## src/rtl/vga_timing_gen.sv

```systemverilog
// rtl/vga_timing_gen.sv - VGA raster timing generator with pipelined sync and colour alignment
//
// Optional feature macro: VGA_TEST_PATTERN_EN
//   When defined, adds input itest_en and an eight-vertical-bar colour pattern.
//
// Ports:
//   iclock        in   1        sole clock, rising edge
//   ireset        in   1        synchronous active-high reset
//   ipix_en       in   1        pixel-rate enable; all state advances only when 1
//   ipix_r/g/b    in   COLOR_W  colour for the coordinate presented PIPE enabled cycles earlier
//   itest_en      in   1        (VGA_TEST_PATTERN_EN only) replace colour with bar pattern
//   ohcount       out  CNT_W    current horizontal coordinate
//   ovcount       out  CNT_W    current vertical coordinate
//   oreq          out  1        current coordinate lies in the active region
//   ovga_r/g/b    out  COLOR_W  registered colour outputs
//   ohsync        out  1        registered horizontal sync, asserted level SYNC_POL
//   ovsync        out  1        registered vertical sync, asserted level SYNC_POL
//   oframe_start  out  1        one-cycle pulse after the enabled cycle that wraps both counters

module vga_timing_gen #(
  parameter int H_ACTIVE = 640,
  parameter int H_FP     = 16,
  parameter int H_SYNC   = 96,
  parameter int H_BP     = 48,
  parameter int V_ACTIVE = 480,
  parameter int V_FP     = 10,
  parameter int V_SYNC   = 2,
  parameter int V_BP     = 33,
  parameter int SYNC_POL = 0,
  parameter int COLOR_W  = 1,
  parameter int PIPE     = 2,
  parameter int CNT_W    = 11
) (
  input  logic               iclock,
  input  logic               ireset,
  input  logic               ipix_en,
  input  logic [COLOR_W-1:0] ipix_r,
  input  logic [COLOR_W-1:0] ipix_g,
  input  logic [COLOR_W-1:0] ipix_b,
`ifdef VGA_TEST_PATTERN_EN
  input  logic               itest_en,
`endif
  output logic [CNT_W-1:0]   ohcount,
  output logic [CNT_W-1:0]   ovcount,
  output logic               oreq,
  output logic [COLOR_W-1:0] ovga_r,
  output logic [COLOR_W-1:0] ovga_g,
  output logic [COLOR_W-1:0] ovga_b,
  output logic               ohsync,
  output logic               ovsync,
  output logic               oframe_start
);

  localparam int H_TOTAL = H_ACTIVE + H_FP + H_SYNC + H_BP;
  localparam int V_TOTAL = V_ACTIVE + V_FP + V_SYNC + V_BP;

  localparam logic [CNT_W-1:0] CNT_ONE  = CNT_W'(1);
  localparam logic [CNT_W-1:0] H_LAST   = CNT_W'(H_TOTAL - 1);
  localparam logic [CNT_W-1:0] V_LAST   = CNT_W'(V_TOTAL - 1);
  localparam logic [CNT_W-1:0] H_ACT    = CNT_W'(H_ACTIVE);
  localparam logic [CNT_W-1:0] V_ACT    = CNT_W'(V_ACTIVE);
  localparam logic [CNT_W-1:0] HS_START = CNT_W'(H_ACTIVE + H_FP);
  localparam logic [CNT_W-1:0] HS_END   = CNT_W'(H_ACTIVE + H_FP + H_SYNC);
  localparam logic [CNT_W-1:0] VS_START = CNT_W'(V_ACTIVE + V_FP);
  localparam logic [CNT_W-1:0] VS_END   = CNT_W'(V_ACTIVE + V_FP + V_SYNC);

  localparam logic SYNC_ON = (SYNC_POL != 0);

  // ---------------------------------------------------------------------------
  // Coordinate counters
  // ---------------------------------------------------------------------------
  logic [CNT_W-1:0] hcount;
  logic [CNT_W-1:0] vcount;
  logic             h_last;
  logic             v_last;

  assign h_last = (hcount == H_LAST);
  assign v_last = (vcount == V_LAST);

  always_ff @(posedge iclock) begin
    if (ireset) begin
      hcount <= '0;
      vcount <= '0;
    end else if (ipix_en) begin
      if (h_last) begin
        hcount <= '0;
        vcount <= v_last ? '0 : (vcount + CNT_ONE);
      end else begin
        hcount <= hcount + CNT_ONE;
      end
    end
  end

  assign ohcount = hcount;
  assign ovcount = vcount;

  // ---------------------------------------------------------------------------
  // Raw decode of the counter registers (active-high internally)
  // ---------------------------------------------------------------------------
  logic hs_raw;
  logic vs_raw;

  assign oreq   = (hcount < H_ACT) && (vcount < V_ACT);
  assign hs_raw = (hcount >= HS_START) && (hcount < HS_END);
  assign vs_raw = (vcount >= VS_START) && (vcount < VS_END);

  // ---------------------------------------------------------------------------
  // PIPE-stage delay line; stage PIPE-1 lines up with the colour that the
  // pixel source returns PIPE enabled cycles after seeing the coordinate.
  // ---------------------------------------------------------------------------
  logic [PIPE-1:0] req_dl;
  logic [PIPE-1:0] hs_dl;
  logic [PIPE-1:0] vs_dl;

  always_ff @(posedge iclock) begin
    if (ireset) begin
      req_dl <= '0;
      hs_dl  <= '0;
      vs_dl  <= '0;
    end else if (ipix_en) begin
      req_dl[0] <= oreq;
      hs_dl[0]  <= hs_raw;
      vs_dl[0]  <= vs_raw;
      for (int i = 1; i < PIPE; i++) begin
        req_dl[i] <= req_dl[i-1];
        hs_dl[i]  <= hs_dl[i-1];
        vs_dl[i]  <= vs_dl[i-1];
      end
    end
  end

  logic req_d;
  logic hs_d;
  logic vs_d;

  assign req_d = req_dl[PIPE-1];
  assign hs_d  = hs_dl[PIPE-1];
  assign vs_d  = vs_dl[PIPE-1];

  // ---------------------------------------------------------------------------
  // Colour source selection
  // ---------------------------------------------------------------------------
  logic [COLOR_W-1:0] sel_r;
  logic [COLOR_W-1:0] sel_g;
  logic [COLOR_W-1:0] sel_b;

`ifdef VGA_TEST_PATTERN_EN
  // The bar pattern needs the horizontal coordinate aligned with req_d, so
  // hcount travels down its own copy of the delay line.
  localparam int               BAR_W   = (H_ACTIVE / 8 > 0) ? (H_ACTIVE / 8) : 1;
  localparam logic [CNT_W-1:0] BAR_W_C = CNT_W'(BAR_W);

  logic [CNT_W-1:0] hc_dl [PIPE];
  logic [2:0]       bar_k;

  always_ff @(posedge iclock) begin
    if (ireset) begin
      for (int i = 0; i < PIPE; i++) begin
        hc_dl[i] <= '0;
      end
    end else if (ipix_en) begin
      hc_dl[0] <= hcount;
      for (int i = 1; i < PIPE; i++) begin
        hc_dl[i] <= hc_dl[i-1];
      end
    end
  end

  // Only the low three bits of the bar index are meaningful inside the
  // active region (eight bars).
  assign bar_k = 3'(hc_dl[PIPE-1] / BAR_W_C);

  always_comb begin
    sel_r = ipix_r;
    sel_g = ipix_g;
    sel_b = ipix_b;
    if (itest_en) begin
      sel_r = {COLOR_W{bar_k[2]}};
      sel_g = {COLOR_W{bar_k[1]}};
      sel_b = {COLOR_W{bar_k[0]}};
    end
  end
`else
  assign sel_r = ipix_r;
  assign sel_g = ipix_g;
  assign sel_b = ipix_b;
`endif

  // ---------------------------------------------------------------------------
  // Registered outputs
  // ---------------------------------------------------------------------------
  always_ff @(posedge iclock) begin
    if (ireset) begin
      ovga_r       <= '0;
      ovga_g       <= '0;
      ovga_b       <= '0;
      ohsync       <= ~SYNC_ON;
      ovsync       <= ~SYNC_ON;
      oframe_start <= 1'b0;
    end else begin
      // Pulse is a single iclock cycle even if the next cycle is disabled.
      oframe_start <= ipix_en && h_last && v_last;
      if (ipix_en) begin
        ovga_r <= req_d ? sel_r : '0;
        ovga_g <= req_d ? sel_g : '0;
        ovga_b <= req_d ? sel_b : '0;
        ohsync <= hs_d ? SYNC_ON : ~SYNC_ON;
        ovsync <= vs_d ? SYNC_ON : ~SYNC_ON;
      end
    end
  end

endmodule
```

## config.mk

```make
export PLATFORM = sky130hd
export DESIGN_NAME = vga_timing_gen
export DESIGN_NICKNAME = d
export VERILOG_FILES = /design/src/rtl/vga_timing_gen.sv
export SDC_FILE = /design/constraint.sdc
export NUM_CORES = 1
export LEC_CHECK = 0
export ABC_AREA = 1
export BUFFER_PORTS_ARGS = -buffer_cell sky130_fd_sc_hd__buf_4
export CAP_MARGIN = 5
export CORE_ASPECT_RATIO = 1.1
export CORE_MARGIN = 4
export CORE_UTILIZATION = 43
export DETAILED_ROUTE_END_ITERATION = 8
export GPL_TIMING_DRIVEN = 0
export PLACE_DENSITY_LB_ADDON = 0.15
export SLEW_MARGIN = 10
export SYNTH_ARGS = -nofsm -noshare
export SYNTH_HDL_FRONTEND = slang
export SYNTH_SLANG_ARGS = --single-unit
```

## constraint.sdc

```tcl
create_clock -name iclock -period 1.61 [get_ports iclock]
set_input_delay 0 -clock iclock [delete_from_list [all_inputs] [get_ports iclock]]
set_output_delay 0 -clock iclock [all_outputs]
set_load 0.05 [all_outputs]
```

==> flow_summary.toml, run 1 <==
[critical_path]
start_kind = "register"
r2r_end = "ohcount[5]"
crit_type = "reg -> out"
worst-endpoint-required_ps = 1610
reg2reg_from = "ohcount[0]"
r2r_cells = 8
worstSetupEndpointType = "primary output"
reg2reg_slack_ps = 150
path_max_fanout = 7
cp_data_arrival_time_ps = 1510

[synth]
synth_top_area_share_pct = 38.04
synth_area_leaders = "dfxtp_1, nand2_1, nor2_1, inv_1, nand3_1"
yosys_warnings = 0
synth.avg_cell_area_um2 = 6.554
synth_seq_cells = 34
ys_types = 29
ys_top_cells_by_count = "nand2_1, nor2_1, dfxtp_1"
yosys.area.top_type = "dfxtp_1"
ys_seq_area_share_pct = 38.04
synth_area_um2 = 1789
post-synth-top-count-cell = "nand2_1"
synthFlopType = "dfxtp_1"
synth-edff-count = 0
synth-async-reset-ratio_pct = 0
syn-num-nets = 282
syn_inst = 273

[flow_run]
max_cap_violations = 0

[power]
p_sw_share_pct = 25.36
p_seq_share_pct = 51.9
pwr-share-comb_pct = 8.1
p_sw_mw = 0.4239
power.density_nw_per_um2 = 742.8
intPower_mw = 1.247
totalPowerFinal_mw = 1.671
peakVddDrop_mv = 0.5582
leakage_nw = 1.029
clkPwrFrac_pct = 40.0

[clock_network]
cts-root-buf = "clkbuf_8"
clock-sinks = 34
htree_levels = 2
cts_buffer_depth = 2
tritoncts = "yes"
clk_latency_ps = 290
path_clk_slew_ps = 80
cts_inserted_buffers = 5
cts_setup_buffers = 0

[sta]
final.setup.tns_ps = 0
slew-limit-headroom_pct = 62.01
period_share_pct = 93.92
fin_crit_ps = 1512
slew_violations = 0
finalClockSkew_ps = 5.722
worstMarginPinSlew_ps = 569.9
setup_violations = 0
max_freq_mhz = 661.3
hold_viol = 0

[final_layout]
nFillCells = 399
layout-drive-gt1-share_pct = 19.81
syn_to_final_growth_pct = 25.73
num-nets-final = 326
diodes = 0

[floorplan]
coreArea_um2 = 3994
die_area_um2 = 5258
fp.dieW_um = 69.51
die_h_um = 75.66
floorplan.initialDensity_pct = 44.80
placementRows = 24
num_io_pins = 35

[placement]
place_hpwl_um = 3094
gp_congestion = 0.8400
port_buffers = 33

[detailed_routing]
first_iter_violations = 109
first_pass_iters = 4
num_vias = 1798
wl_per_cell_um = 11.42
drc = 0
via_per_inst = 4.859
drt_wl_total_um = 4227
ant_nets = 0

[global_route]
antenna_found_initial = 0
grt_max_degree = 12
gr-total-overflow = 0
grt_pass1_vias = 1540
grt_usage_pct = 16.37
grt_pass1_wl_um = 6893

[min_path]
min_from = "ipix_en"
min_to = "ohcount[3]"
hold_depth = 3
min_path_type = "in -> reg"

[outcome]
outcome = "complete, no violations"
==> power by group through the flow <==
stage | registers (mW) | logic [mW] | clock network (mW)
floorplan | 0.917 | 0.0565 | 0
global placement | 0.887 | 0.127 | 0
detailed placement | 0.886 | 0.129 | 0
CTS | 0.867 | 0.137 | 0.687
global route | 0.869 | 0.148 | 0.722
finish | 0.867 | 0.136 | 0.669
==> kinds of logic (layout without fill, tap and decap cells) <==
| group | Yosys count | after routing | share of synthesized area [%] |
|---|---|---|---|
| DFF | 34 | 34 | 38.04 |
| and+or+nand+nor | 168 | 168 | 41.19 |
| adders and majority gates | 3 | 3 | 2.098 |
| AOI/OAI and AO/OA | 26 | 26 | 7.553 |
| buffers and inverters | 36 | 81 | 8.182 |
| xor gates and xnor gates | 6 | 6 | 2.937 |
==> layout by cell type (no fill, tap or decap), drive strengths merged <==
cell / Yosys / final
nor2: 50 / 50
nand2: 84 / 84
xor2: 5 / 5
dfxtp: 34 / 34
nand3b: 1 / 1
nor3b: 1 / 1
nand4: 3 / 3
nand3: 17 / 17
a22oi: 1 / 1
dlygate4sd3: 0 / 4
nor3: 12 / 12
ha: 3 / 3
clkinv: 1 / 2
buf: 5 / 38
a21oi: 14 / 14
xnor2: 1 / 1
clkinvlp: 0 / 1
inv: 29 / 29
o21bai: 1 / 1
clkbuf: 1 / 7
o21ai: 10 / 10
==> flip-flops by register name, indices dropped and copies added (netlist names) <==
register and cells:
req_dl 2, ohcount 11, vs_dl 2, ovga_b 1, ovcount 11, ovga_r 1, hs_dl 2, ohsync 1
oframe_start 1, ovsync 1, ovga_g 1
==> worst max-delay path: stages, from the launching register on <==
cell	delay, ps
dfxtp_1	450
nand2_1	160
nor3_4	200
nor2_1	80
nand2_1	110
inv_1	50
buf_4	180
==> worst max-delay path by stage <==
| stage | start | endpoint | slack, ps | cells after the start |
|---|---|---|---|---|
| floorplan | ohcount[9] | ovcount[10] | 20 | 8 |
| global placement | ohcount[0] | ohcount[5] | 150 | 8 |
| detailed placement | ohcount[0] | ohcount[10] | 160 | 8 |
| CTS | ovcount[5] | oreq | 50 | 6 |
| global route | ovcount[6] | oreq | -8 | 6 |
| finish | ovcount[6] | oreq | 100 | 6 |
==> area by class of cell <==
type / count / area (um2) / area share (%)
Multi-Input combinational cell: 203 / 968.4 / 43.05
Sequential cell: 34 / 686.9 / 30.53
Timing Repair Buffer: 37 / 287.8 / 12.79
Inverter: 30 / 115.1 / 5.117
Clock buffer: 6 / 82.58 / 3.671
Tap cell: 52 / 65.06 / 2.892
Buffer: 6 / 31.28 / 1.390
Clock inverter: 2 / 12.51 / 0.5562
==> stage by stage <==
step / instance area, um2 / utilization, % / instances / hold slack (ps) / setup slack, ps
2_1_floorplan: 1794 / - / 273 / 79.31 / 23.43
3_3_place_gp: 2107 / 52.76 / 358 / 215.6 / 148.2
3_5_place_dp: 2107 / 52.76 / 358 / 210.3 / 156.7
4_1_cts: 2242 / 56.14 / 370 / 112.9 / 54.76
5_1_grt: 2250 / 56.33 / 370 / 139.5 / -8.302
6_report: 2250 / 56.33 / 370 / 114.2 / 97.87
==> metal layers <==
layer | share of wire [%] | vias up | global-route usage (%)
met4 | 0.99 | 0 | 3.905
met1 | 45 | 790 | 20.24
li1 | - | 947 | -
met2 | 48 | 56 | 29.03
met5 | 0 | - | 0
met3 | 5.7 | 5 | 4.222
==> what timing repair did <==
| action | in CTS | in global routing |
|---|---|---|
| endpoints found under the setup margin | 0 | 1 |
| hold endpoints to repair | 6 | 0 |
| resized for setup | 0 | 2 |
| hold buffers | 4 | 0 |
No activity file was read; power rests on OpenSTA's default activity.
==> run 2, diff against run 1 <==
--- a/config.mk
+++ b/config.mk
@@ -10,7 +10,7 @@
 export CAP_MARGIN = 5
 export CORE_ASPECT_RATIO = 1.1
 export CORE_MARGIN = 4
-export CORE_UTILIZATION = 43
+export CORE_UTILIZATION = 54
 export DETAILED_ROUTE_END_ITERATION = 8
 export GPL_TIMING_DRIVEN = 0
 export PLACE_DENSITY_LB_ADDON = 0.15
==> run 2 against run 1 <==
- hold slack got worse by 61 ps
- clock-buffer cell count unchanged
- setup slack improved by 14 ps
- final area decreased by 0.17%
- first-iteration DRC count increased by 40%
- global-route usage increased by 5.3 points
- clock skew increased by 8.8 ps
- sequential power about the same
- non-clock buffer count unchanged
==> flow_summary.toml, run 2 (synthesized netlist as in run 1, its figures left out) <==
[detailed_routing]
via_per_inst = 5.227
ant_nets = 0
first_pass_iters = 4
first_iter_violations = 153
wl_per_cell_um = 12.50
drc = 0
num_vias = 1840
drt_wl_total_um = 4401

[power]
leakage_nw = 1.041
peakVddDrop_mv = 0.6021
power.density_nw_per_um2 = 816.2

[critical_path]
reg2reg_slack_ps = 130
start_kind = "register"
cp_data_arrival_time_ps = 1500
path_max_fanout = 5
worst-endpoint-required_ps = 1610
crit_type = "reg -> out"
reg2reg_from = "ohcount[1]"
r2r_cells = 8
r2r_end = "ohcount[5]"
worstSetupEndpointType = "primary output"

[floorplan]
floorplan.initialDensity_pct = 57.22
placementRows = 21
num_io_pins = 35
coreArea_um2 = 3127
fp.dieW_um = 62.89
die_area_um2 = 4299
die_h_um = 68.37

[final_layout]
final_cell_mix = "nand2_1, nor2_1, buf_4"
fin_area_um2 = 2246
syn_to_final_growth_pct = 25.52
mostFrequentLayoutCell = "nand2_1"
num-nets-final = 326
diodes = 0
layout-drive-gt1-share_pct = 20.44

[placement]
placed_cell_area_um2 = 2085
gp_congestion = 0.9014
place_hpwl_um = 3067
port_buffers = 33

[sta]
setup_violations = 0
hold_viol = 0
max_freq_mhz = 667.4
fin_crit_ps = 1498
worstMarginPinSlew_ps = 539.0
slew-limit-headroom_pct = 64.07
finalClockSkew_ps = 14.51
final.setup.tns_ps = 0
slew_violations = 0
rsz0062_at_grt = "false"
period_share_pct = 93.06

[flow_run]
max_cap_violations = 0

[global_route]
gr-usage-met3_pct = 5.419
grt_pass1_vias = 1642
gr-total-overflow = 0
busiest_layer = "met2"
grt_pass1_wl_um = 7314
grt_usage_pct = 21.66
met1_usage_pct = 25.67
grt_max_degree = 12
grt_use_met2_pct = 38.21
antenna_found_initial = 0

[clock_network]
htree_levels = 2
cts-root-buf = "clkbuf_4"
cts_inserted_buffers = 5
path_clk_slew_ps = 110
clk_latency_ps = 350
tritoncts = "yes"
clock-sinks = 34
cts_buffer_depth = 2

[min_path]
min_from = "ipix_en"
hold_depth = 5
min_to = "ovcount[4]"
min_path_type = "in -> reg"

[outcome]
outcome = "complete, no violations"
[run 2: how the worst max path moves through the flow]
stage / from / to / depth (start not counted)
after floorplan: ohcount[9] / ovcount[10] / 8
after global placement: ohcount[1] / ohcount[5] / 8
after detailed placement: ohcount[0] / ovcount[1] / 8
after CTS: ovcount[5] / oreq / 6
after global routing: ohcount[0] / ohcount[5] / 8
final: ovcount[8] / oreq / 6
[run 2: routing by layer]
layer	vias to the layer above	share of wire (%)
li1	943	-
met1	837	43
met2	49	50
met3	11	5.2
met4	0	2.1
met5	-	0
[run 2: through the flow]
| stage | utilization [%] | total power, mW | hold slack (ps) | setup slack, ps | std cells |
|---|---|---|---|---|---|
| after floorplan | - | 0.9734 | 79.31 | 23.43 | 273 |
| after global placement | 66.67 | 1.013 | 209.7 | 172.4 | 340 |
| after detailed placement | 66.67 | 1.014 | 214.1 | 155.1 | 340 |
| after CTS | 71.55 | 1.838 | 45.09 | 1.052 | 352 |
| after global routing | 71.83 | 1.889 | 60.30 | 6.538 | 352 |
| final | 71.83 | 1.833 | 52.91 | 111.7 | 352 |
[run 2: layout make-up]
cell class | count | area [um2]
Inverter | 30 | 115.1
Buffer | 6 | 31.28
Multi-Input combinational cell | 203 | 968.4
Sequential cell | 34 | 689.4
Clock inverter | 2 | 60.06
Timing Repair Buffer | 37 | 287.8
Tap cell | 34 | 42.54
Fill cell | 280 | 880.8
Clock buffer | 6 | 51.30
[run 2: repair_timing]
| item | 4_1_cts | 5_1_grt |
|---|---|---|
| endpoints found under the hold margin | 6 | 0 |
| resized for setup | 1 | 3 |
| setup buffers | 0 | 0 |
| setup endpoints to repair | 1 | 1 |
| hold buffers | 4 | 0 |
[run 2: critical path, cell delays in order, from the launching register on]
cell and delay (ps):
dfxtp_1 420, inv_1 110, nor3_4 240, nor2_1 70, nand2_1 90, inv_1 40
buf_4 180
[run 2: power breakdown]
part           leakage [nW]  switching (mW)  internal, mW
clock                0.0585           0.302         0.526
combinational         0.704          0.0907        0.0470
sequential            0.279          0.0111         0.857
